[src/rtl/pipeline_hazard_ctrl_pkg.sv]
// Shared MIPS decode constants and multiplier timer state encoding.
package cpu_defs;

  localparam int unsigned OP_W    = 6;
  localparam int unsigned FUNCT_W = 6;
  localparam int unsigned REG_W   = 5;

  // Opcodes
  localparam logic [OP_W-1:0] R_FORMAT = 6'd0;
  localparam logic [OP_W-1:0] J        = 6'd2;
  localparam logic [OP_W-1:0] BEQ      = 6'd4;
  localparam logic [OP_W-1:0] ADDIU    = 6'd9;
  localparam logic [OP_W-1:0] MADDU    = 6'd28;
  localparam logic [OP_W-1:0] LW       = 6'd35;
  localparam logic [OP_W-1:0] SW       = 6'd43;

  // R-format funct codes touching HI/LO
  localparam logic [FUNCT_W-1:0] MFHI  = 6'h10;
  localparam logic [FUNCT_W-1:0] MFLO  = 6'h12;
  localparam logic [FUNCT_W-1:0] MULTU = 6'h19;

  typedef enum logic {
    IDLE = 1'b0,
    BUSY = 1'b1
  } mul_state_e;

endpackage

[src/rtl/mul_latency_timer.sv]
// Tracks the HI/LO multiplier occupancy window and issues the writeback strobe.
module mul_latency_timer
  import cpu_defs::*;
#(
  parameter int unsigned MUL_LAT = 4,
  parameter int unsigned CNT_W   = 4
) (
  input  logic clk,
  input  logic rst,
  input  logic mul_start_i,
  output logic mul_busy_o,
  output logic hilo_we_o,
  output logic mul_err_o
);

  localparam logic [CNT_W-1:0] RELOAD = CNT_W'(MUL_LAT - 1);
  localparam logic [CNT_W-1:0] ONE    = CNT_W'(1);

  mul_state_e       state_q;
  logic [CNT_W-1:0] cnt_q;
  logic             hilo_we_q;
  logic             mul_err_q;

  // BUSY counts RELOAD..1, then spends one cycle at cnt==0 with the strobe high.
  always_ff @(posedge clk or posedge rst) begin
    if (rst) begin
      state_q   <= IDLE;
      cnt_q     <= '0;
      hilo_we_q <= 1'b0;
      mul_err_q <= 1'b0;
    end else begin
      hilo_we_q <= 1'b0;
      case (state_q)
        IDLE: begin
          if (mul_start_i) begin
            state_q <= BUSY;
            cnt_q   <= RELOAD;
          end
        end
        BUSY: begin
          if (cnt_q > ONE) begin
            cnt_q <= cnt_q - ONE;
            if (mul_start_i) mul_err_q <= 1'b1;
          end else if (cnt_q == ONE) begin
            cnt_q     <= '0;
            hilo_we_q <= 1'b1;
            if (mul_start_i) mul_err_q <= 1'b1;
          end else if (mul_start_i) begin
            // Start coinciding with the strobe chains straight into a new window.
            cnt_q <= RELOAD;
          end else begin
            state_q <= IDLE;
          end
        end
        default: begin
          state_q <= IDLE;
          cnt_q   <= '0;
        end
      endcase
    end
  end

  assign mul_busy_o = (state_q == BUSY);
  assign hilo_we_o  = hilo_we_q;
  assign mul_err_o  = mul_err_q;

endmodule

[src/rtl/pipeline_hazard_ctrl.sv]
// Stall/flush scheduler for the 5-stage pipeline: load-use, control and HI/LO hazards.
module pipeline_hazard_ctrl
  import cpu_defs::*;
#(
  parameter int unsigned MUL_LAT = 4,
  parameter int unsigned CNT_W   = 4
) (
  input  logic               clk,
  input  logic               rst,
  input  logic [OP_W-1:0]    id_opcode,
  input  logic [FUNCT_W-1:0] id_funct,
  input  logic [REG_W-1:0]   id_rs,
  input  logic [REG_W-1:0]   id_rt,
  input  logic               idex_mem_read,
  input  logic [REG_W-1:0]   idex_rt,
  input  logic               ex_mul_start,
  input  logic               ex_branch_taken,
  input  logic               ex_jump,
  output logic               pc_write,
  output logic               ifid_write,
  output logic               ifid_flush,
  output logic               idex_bubble,
  output logic               mul_busy,
  output logic               hilo_we,
  output logic               mul_err
);

  logic uses_rt;
  logic hilo_use;
  logic load_use;
  logic mul_stall;
  logic flush;
  logic stall;

  mul_latency_timer #(
    .MUL_LAT (MUL_LAT),
    .CNT_W   (CNT_W)
  ) u_mul_timer (
    .clk         (clk),
    .rst         (rst),
    .mul_start_i (ex_mul_start),
    .mul_busy_o  (mul_busy),
    .hilo_we_o   (hilo_we),
    .mul_err_o   (mul_err)
  );

  // ID decode and hazard detection.
  always_comb begin
    uses_rt  = (id_opcode == R_FORMAT) || (id_opcode == MADDU) ||
               (id_opcode == SW)       || (id_opcode == BEQ);
    hilo_use = ((id_opcode == R_FORMAT) &&
                ((id_funct == MFHI) || (id_funct == MFLO) || (id_funct == MULTU))) ||
               (id_opcode == MADDU);
    load_use = idex_mem_read && (idex_rt != '0) &&
               ((idex_rt == id_rs) || (uses_rt && (idex_rt == id_rt)));
    // The reader may proceed on the strobe cycle: HI/LO write-before-read is guaranteed.
    mul_stall = mul_busy && hilo_use && !hilo_we;
    flush     = ex_branch_taken || ex_jump;
    stall     = load_use || mul_stall;
  end

  // Priority mux: a squash beats any stall on the squashed instruction.
  always_comb begin
    pc_write    = 1'b1;
    ifid_write  = 1'b1;
    ifid_flush  = 1'b0;
    idex_bubble = 1'b0;
    if (flush) begin
      ifid_flush  = 1'b1;
      idex_bubble = 1'b1;
    end else if (stall) begin
      pc_write    = 1'b0;
      ifid_write  = 1'b0;
      idex_bubble = 1'b1;
    end
  end

endmodule

[config.mk]
export PLATFORM = sky130hd
export DESIGN_NAME = pipeline_hazard_ctrl
export DESIGN_NICKNAME = d
export VERILOG_FILES = /design/src/rtl/pipeline_hazard_ctrl_pkg.sv /design/src/rtl/mul_latency_timer.sv /design/src/rtl/pipeline_hazard_ctrl.sv
export SDC_FILE = /design/constraint.sdc
export NUM_CORES = 1
export LEC_CHECK = 0
export BUFFER_PORTS_ARGS = -buffer_cell sky130_fd_sc_hd__buf_2
export CAP_MARGIN = 20
export CORE_MARGIN = 2
export CORE_UTILIZATION = 36
export DETAILED_ROUTE_END_ITERATION = 8
export GPL_TIMING_DRIVEN = 0
export PLACE_DENSITY_LB_ADDON = 0.08
export SLEW_MARGIN = 20
export SYNTH_ARGS = -nofsm -noshare
export SYNTH_HDL_FRONTEND = slang
export SYNTH_SLANG_ARGS = --single-unit
export TNS_END_PERCENT = 100
[constraint.sdc]
create_clock -name clk -period 1.8 [get_ports clk]
set_clock_uncertainty 0.2 [all_clocks]
set_input_delay 0.36 -clock clk [delete_from_list [all_inputs] [get_ports clk]]
set_output_delay 0.36 -clock clk [all_outputs]
set_load 0.05 [all_outputs]
# After elaboration in Yosys (flattened, before gate mapping)
# Cells that the tools add are included.
# classes
add_sub_neg	1
order_cmp	1
eq_ne	9
mux	19
bitwise	1
reduce_logical	20
# ops
cell	count
== test 6 x 5 -> 1 bit (second input constant)	4
2-to-1 mux 1 bit	14
2-to-1 mux 4 bit	3
== test 5 bit	2
logical OR 1 bit	9
one-hot mux 4 bit (2 select lines)	1
== test 6 x 3 -> 1 bit (second input constant)	1
== test 6 bit (second input constant)	1
logical AND 1 bit	6
zero test 6 bit	1
nonzero test 5 bit	1
== test 4 x 1 -> 1 bit (second input constant)	1
greater-than comparator 4 x 1 -> 1 bit (second input constant)	1
subtractor 4 x 1 -> 4 bit (second input constant)	1
one-hot mux 1 bit (2 select lines)	1
AND reduction 2 bit	1
nonzero test 2 bit	1
zero test 1 bit	1
inverter 1 bit	1
# word_totals
regBits	7
output_inout_bits	7

# Depth between registers and ports, before layout
# Gate-level depths: netlist of run 1.
# depth
word_depth	10
mapped_depth	6
depth_no_buf	6

# Cells and area by module
# From an unflattened synthesis of run 1, not the netlist that was laid out.
# unflattened
cells_unflattened	68
area_unflattened_um2	590.6
# by_module_without_submodules
mod	instances	cells_per_inst	area_per_inst_um2	seq_area_each_um2
mul_latency_timer	1	33	334.1	175.2
pipeline_hazard_ctrl	1	35	256.5	0.0

# Worst setup path after synthesis of run 1
# Ideal clock, no wire load.
# synth_path
path_type	input to output
from	in idex_rt[0]
to	out pc_write
t_arrival_ns	1.901
setup_slack_ns	-0.661
path_stages	5
path_cell_list	or4_1 > o21ai_2 > a2111o_1 > a31o_1 > buf_4
# synth_between
elab_chain_len	7
# synth_rtl
item	line	text
start, declared	pipeline_hazard_ctrl.sv:15	input logic [REG_W-1:0] idex_rt,
== test 5 bit	pipeline_hazard_ctrl.sv:55	((idex_rt == id_rs) || (uses_rt && (idex_rt == id_rt)));
logical AND 1 bit	pipeline_hazard_ctrl.sv:55	
logical OR 1 bit	pipeline_hazard_ctrl.sv:55	
logical AND 1 bit (*)	pipeline_hazard_ctrl.sv:54	load_use = idex_mem_read && (idex_rt != '0) &&
logical OR 1 bit (*)	pipeline_hazard_ctrl.sv:59	stall = load_use || mul_stall;
2-to-1 mux 1 bit (*) (2 in series)	n/a	
end, declared	pipeline_hazard_ctrl.sv:19	output logic pc_write,
# Mark *: on every way between the ends. The rest lies on a longest branch, timed or not.

# Final worst setup path of run 1
# layout_path
from	in idex_rt[4]
to	out pc_write
# layout_between
elab_chain_len	7
# layout_rtl
item	line	text
== test 5 bit	pipeline_hazard_ctrl.sv:55	
logical AND 1 bit	pipeline_hazard_ctrl.sv:55	
logical OR 1 bit	pipeline_hazard_ctrl.sv:55	
logical AND 1 bit (*)	pipeline_hazard_ctrl.sv:54	
logical OR 1 bit (*)	pipeline_hazard_ctrl.sv:59	
2-to-1 mux 1 bit (*)	pipeline_hazard_ctrl.sv:71	end else if (stall) begin
2-to-1 mux 1 bit (*)	pipeline_hazard_ctrl.sv:68	if (flush) begin
# Marks and branches as above.

==> metrics.txt, run 1 <==
crit share post-route=124%; Least-Margin Pin Slew=0.347 ns; max_slew headroom=76.8%; failing checks=negative setup slack; max incr delay on CP=0.52 ns; Vias=664; Mapped Avg Cell Area=8.67 µm²; RSZ-0062 raised after global routing=true; first-pass GRT wire length=2.33 mm; synth top area cells=dfrtp_1 30%, xnor2_1 12%, inv_1 4.5%; Hold Vio Cnt, Final=0; CP max-delay cell=or4_4; Reg area=175 µm²; PwrDens=957 mW/mm²; Max clock buf depth=2; crit path buf inv count=3; run status=finished, violations left; Max Slew Vio Count=0; CTS Root Cell=clkbuf_4; Final TNS setup=-1.16 ns; die height=44.2 µm; clock slew seen by the registers of the worst setup and hold paths=0.05 ns; initial antenna violation count=0; Mapped Cells=67; synth warn=0; GPL Wtd Cong=0.758; die area=0.00195 mm²; GRT overflow=0; vias in the first global route=626; n_diodes=0; Final WS setup=-0.426 ns; Fillers=124; #FFs+latches synth=7; Final ANT Viol Nets=0; HPWL after detailed placement=1.13 mm; Leak=0.466 nW; FP Rows=14; cell area after synthesis=581 µm²; CP Capture Type=output pin; via/cell ratio=5.15; WL per Instance=11.6 µm; most common cell after layout, fill and taps aside=buf_2; I/O pin count=40; Core Area=0.00151 mm²; Yosys top cell area share=30.2%; register area share after synthesis=30.2%; Crit Path Class=input port to output pin; Area Overhead vs Synth=68.5%; max cap viols=0; syn nets=102; CP Max Fanout=3; H-tree depth=1; Die W=44.2 µm; CTS tree=done; worst-skew pair later-pin latency=0.25 ns; WL final=1.50 mm; critical path required time=1.24 ns; peak supply drop=0.949 mV; post-synth top area cell=dfrtp_1; Pre-Repair DR Iteration Count=2; worst path cell trace=buf_8, or4_4, o21ai_2, or4_4, a31o_4, buf_6, buf_8; GRT Total Usage=15.7%; CTS Sinks=7; Crit path max-delay family=simple AND/OR/NAND/NOR gates; largest net degree at the start of global routing=9; Fmax=449 MHz; minimum clock period=2.23 ns; crit path DAT=1.67 ns; PortBufs=39; share of cells above drive strength 1=51.3%; most frequent cells in the layout=28 x buf_2, 8 x buf_6, 7 x inv_1, 7 x nor2_1, 7 x dfrtp_1; NumNets Final=149; Hold WC Path Type=input port to flop; Remaining DRCs=0; Initial Utilization=38.5%; multi-input logic area=430 µm²; initial DRC count=1; Distinct cells, synth=31; TritonCTS Buffers=3; Startpoint Class=input port; final setup violating endpoints=3; total power=0.000936 W
[final cells by class]
cell class	instances	share of cell area, %
inverters	7	2.69
multi-input cells	52	44.0
clock buffers	4	2.69
flip-flops and latches	7	17.9
repair buffers	42	29.5
well taps	16	2.05
plain buffers	1	1.15
[kinds of logic (layout without fill, tap and decap cells)]
| logic type | Yosys count | count (layout) | synth area share (%) |
|---|---|---|---|
| adder cells (fa/ha/maj) | 2 | 2 | 4.31 |
| buffers and inverters | 8 | 54 | 5.82 |
| XOR/XNOR | 10 | 10 | 15.1 |
| AO/OA/AOI/OAI | 16 | 16 | 21.8 |
| AND/OR/NAND/NOR | 24 | 24 | 22.8 |
| flip-flops | 7 | 7 | 30.2 |
[repair_timing]
item / in CTS / in global routing
setup buffers: 1 / 1
pin swaps: 14 / 1
setup endpoints to repair: 3 / 5
gates resized for setup: 19 / 11
hold buffers: 1 / 0
endpoints found under the hold margin: 7 / 0
[through the flow]
step	utilization [%]	setup slack [ns]	instances	cell area (µm²)	hold WS (ns)
after floorplan	-	-0.389	67	593	-0.0366
after global placement	53.7	-0.627	122	808	0.0987
after detailed placement	53.7	-0.616	122	808	0.0952
after CTS	60.8	-0.423	128	916	0.194
after global routing	65.0	-0.474	129	978	0.218
final	65.0	-0.426	129	978	0.210
[worst register-to-register path: stages (launching register included)]
cell     delay (ns)
dfrtp_1        0.41
buf_4          0.15
ha_2           0.19
o41a_1         0.48
or2_4          0.24
[cell usage after synthesis (all sizes together)]
cell	count
buf	1
nor2	7
and3b	1
o2bb2ai	1
dfrtp	7
o31ai	1
a21o	1
o22ai	3
o41a	1
xnor2	8
a2111o	1
and3	1
xor2	2
inv	7
o211ai	2
a31o	1
nand4	1
or2	1
nand3	2
or4	2
o2111ai	1
o211a	1
nand2b	1
o21ai	3
nor4b	1
nor3	3
ha	2
and4	1
nand2	3
[final timing paths]
| kind | startpoint | to | slack, ns | depth (start not counted) |
|---|---|---|---|---|
| setup / recovery | idex_rt[4] | pc_write | -0.43 | 7 |
| hold / removal | ex_mul_start | u_mul_timer.mul_busy_o | 0.21 | 2 |
| setup reg to reg | u_mul_timer.cnt_q[0] | u_mul_timer.mul_busy_o | 0.02 | 4 |
| hold reg to reg | u_mul_timer.mul_err_o | u_mul_timer.mul_err_o | 0.25 | 1 |
| max in group asynchronous | rst | u_mul_timer.cnt_q[0] | 0.81 | 3 |
| min in group asynchronous | rst | u_mul_timer.mul_busy_o | 0.38 | 3 |
[sequential cells by signal (all words and copies together) (netlist names)]
register	flops
u_mul_timer.mul_err_o	1
u_mul_timer.hilo_we_o	1
u_mul_timer.cnt_q	4
u_mul_timer.mul_busy_o	1
[metal layers]
metal | GRT usage (%) | wire, µm | up-vias
li1 | - | - | 337
met1 | 18.2 | 594 | 303
met2 | 28.8 | 794 | 24
met3 | 4.90 | 107 | 0
met4 | 1.82 | 0 | 0
met5 | 0 | 0 | -
[where the power goes]
part           internal (W)  switching [W]  leakage (nW)
sequential         0.000222      0.0000790        0.0808
combinational      0.000232       0.000266         0.370
clock             0.0000843      0.0000529        0.0150
Note: power is estimated with default switching activity, not from simulation.
==> run 2: changes to the inputs <==
- CORE_MARGIN: 2 -> 8
- PLACE_DENSITY: not set -> 0.74
- PLACE_DENSITY_LB_ADDON: 0.08 -> not set
==> run 2 against run 1 <==
Effect of this change:
- the run still ends with negative setup slack left
- combinational power up 12%
- maximum frequency up 0.12%
- total power up 7.3%
- worst setup slack better by 0.0027 ns
- sequential share of layout area up 0.23 points
- wire length up 22%
- largest cell class unchanged
- critical path depth unchanged
- utilization down 0.83 points
- highest routed layer unchanged
- global-route usage down 4.8 points
==> metrics.txt, run 2 (synthesis gave the netlist of run 1 again) <==
FP Rows=14 (unchanged); max_slew headroom=80.0% (+3.3 points); TritonCTS Buffers=3 (unchanged); share of cells above drive strength 1=50.0% (-1.3 points); critical path required time=1.24 ns (about the same); Least-Margin Pin Slew=0.300 ns (-0.0468 ns); DP Area=808 µm² (unchanged); Vias=682 (+2.7%); Crit Path Class=input port to output pin; multi-input logic area=429 µm² (-0.29%); worst-skew pair later-pin latency=0.25 ns (about the same); initial antenna violation count=0 (unchanged); GPL Wtd Cong=0.756 (-0.28%); Placed Cells=122 (unchanged); Initial Utilization=38.5% (unchanged); CP Max Fanout=3 (unchanged); die height=56.2 µm (+27%); CTS Root Cell=clkbuf_4; WL final=1.83 mm (+22%); minimum clock period=2.22 ns (-0.00273 ns); initial DRC count=8 (+7); GRT Total Usage=10.9% (-4.8 points); Final ANT Viol Nets=0 (unchanged); I/O pin count=40 (unchanged); RSZ-0062 raised after global routing=true; GRT overflow=0 (unchanged); Fillers=142 (+15%); CTS tree=done; via/cell ratio=5.25 (+1.9%); Core Area=0.00151 mm² (unchanged); Finished Layout Cells=130 (+0.78%); max reg flops=4 (unchanged); Max Slew Vio Count=0 (unchanged); vias in the first global route=674 (+7.7%); crit path DAT=1.66 ns (about the same); crit share post-route=124% (-0.15 points); Reg area=175 µm² (unchanged); peak supply drop=0.828 mV (-13%); WL per Instance=14.0 µm (+21%); Hold WC Path Type=input port to flop; largest net degree at the start of global routing=9 (unchanged); Hold Vio Cnt, Final=0 (unchanged); HPWL after detailed placement=1.44 mm (+27%); max cap viols=0 (unchanged); most frequent cells in the layout=31 x buf_2, 7 x inv_1, 7 x nor2_1, 7 x dfrtp_1; Remaining DRCs=0 (unchanged); n_diodes=0 (unchanged); NumNets Final=150 (+0.67%); PortBufs=39 (unchanged); final setup violating endpoints=3 (unchanged); H-tree depth=1 (unchanged); Die W=56.2 µm (+27%); most common cell after layout, fill and taps aside=buf_2; Fmax=450 MHz (+0.12%); die area=0.00315 mm² (+62%); PwrDens=1040 mW/mm² (+8.7%); Final Cell Area=966 µm² (-1.3%); Final WS setup=-0.423 ns (+0.00273 ns); total power=0.00100 W (+7.3%); Most flops, register=u_mul_timer.cnt_q; Pre-Repair DR Iteration Count=4 (+2); Util after Layout=64.1% (-0.83 points); CP Capture Type=output pin; Max clock buf depth=2 (unchanged); clock slew seen by the registers of the worst setup and hold paths=0.06 ns (about the same); run status=finished, violations left; CTS Sinks=7 (unchanged); Startpoint Class=input port; first-pass GRT wire length=2.95 mm (+27%); Area Overhead vs Synth=66.4%; failing checks=negative setup slack; Leak=0.462 nW (-0.99%)
[run 2: metal layers]
| layer | global-route usage (%) | part of all wire, % | routed length (µm) | vias up |
|---|---|---|---|---|
| met5 | 0 | 0 | 0 | - |
| met4 | 2.06 | 0 | 0 | 0 |
| met3 | 5.02 | 10 | 189 | 0 |
| met2 | 20.4 | 51 | 931 | 24 |
| met1 | 10.6 | 39 | 704 | 319 |
| li1 | - | - | - | 339 |
[run 2: repair_timing]
item,in CTS,in global routing
pin swaps,10,8
resized for setup,17,9
endpoints found under the setup margin,3,5
setup buffers,0,3
hold buffers,1,0
endpoints found under the hold margin,7,0
cloned,0,0
[run 2: cell type report]
| type | instances | share of cell area (%) |
|---|---|---|
| timing repair buffer | 43 | 28.8 |
| sequential | 7 | 18.1 |
| tap | 16 | 2.07 |
| inverter | 7 | 2.72 |
| clock buffer | 4 | 2.72 |
| multi-input combinational | 52 | 44.4 |
| buffer | 1 | 1.17 |
[run 2: path summary, 6_finish.rpt]
path / start / slack (ns) / end / cells past startpoint
min reg2reg: u_mul_timer.mul_err_o / 0.26 / u_mul_timer.mul_err_o / 1
min in group asynchronous: rst / 0.39 / u_mul_timer.mul_busy_o / 3
max in group asynchronous: rst / 0.80 / u_mul_timer.cnt_q[1] / 3
min: ex_mul_start / 0.20 / u_mul_timer.mul_err_o / 2
max: idex_rt[3] / -0.42 / pc_write / 7
max reg2reg: u_mul_timer.cnt_q[0] / 0.05 / u_mul_timer.mul_busy_o / 4
[run 2: critical path: stages]
cell and delay [ns]:
buf_8 0.10, or4_4 0.52, o21ai_2 0.15, a2111o_1 0.14
a31o_4 0.16, buf_6 0.09, buf_8 0.13
[run 2: per-stage QoR]
stage               setup TNS [ns]  worst slack [ns]  hold WS (ns)
global route                 -1.30            -0.468         0.206
global placement             -1.50            -0.606        0.0920
finish                       -1.15            -0.423         0.199
detailed placement           -1.48            -0.600         0.108
CTS                          -1.22            -0.442         0.187
floorplan                   -0.944            -0.389       -0.0366
[run 2: where the power goes]
group          internal, W  switching [W]
Combinational     0.000263       0.000292
Clock            0.0000847      0.0000599
Sequential        0.000221      0.0000827
Total             0.000569       0.000435
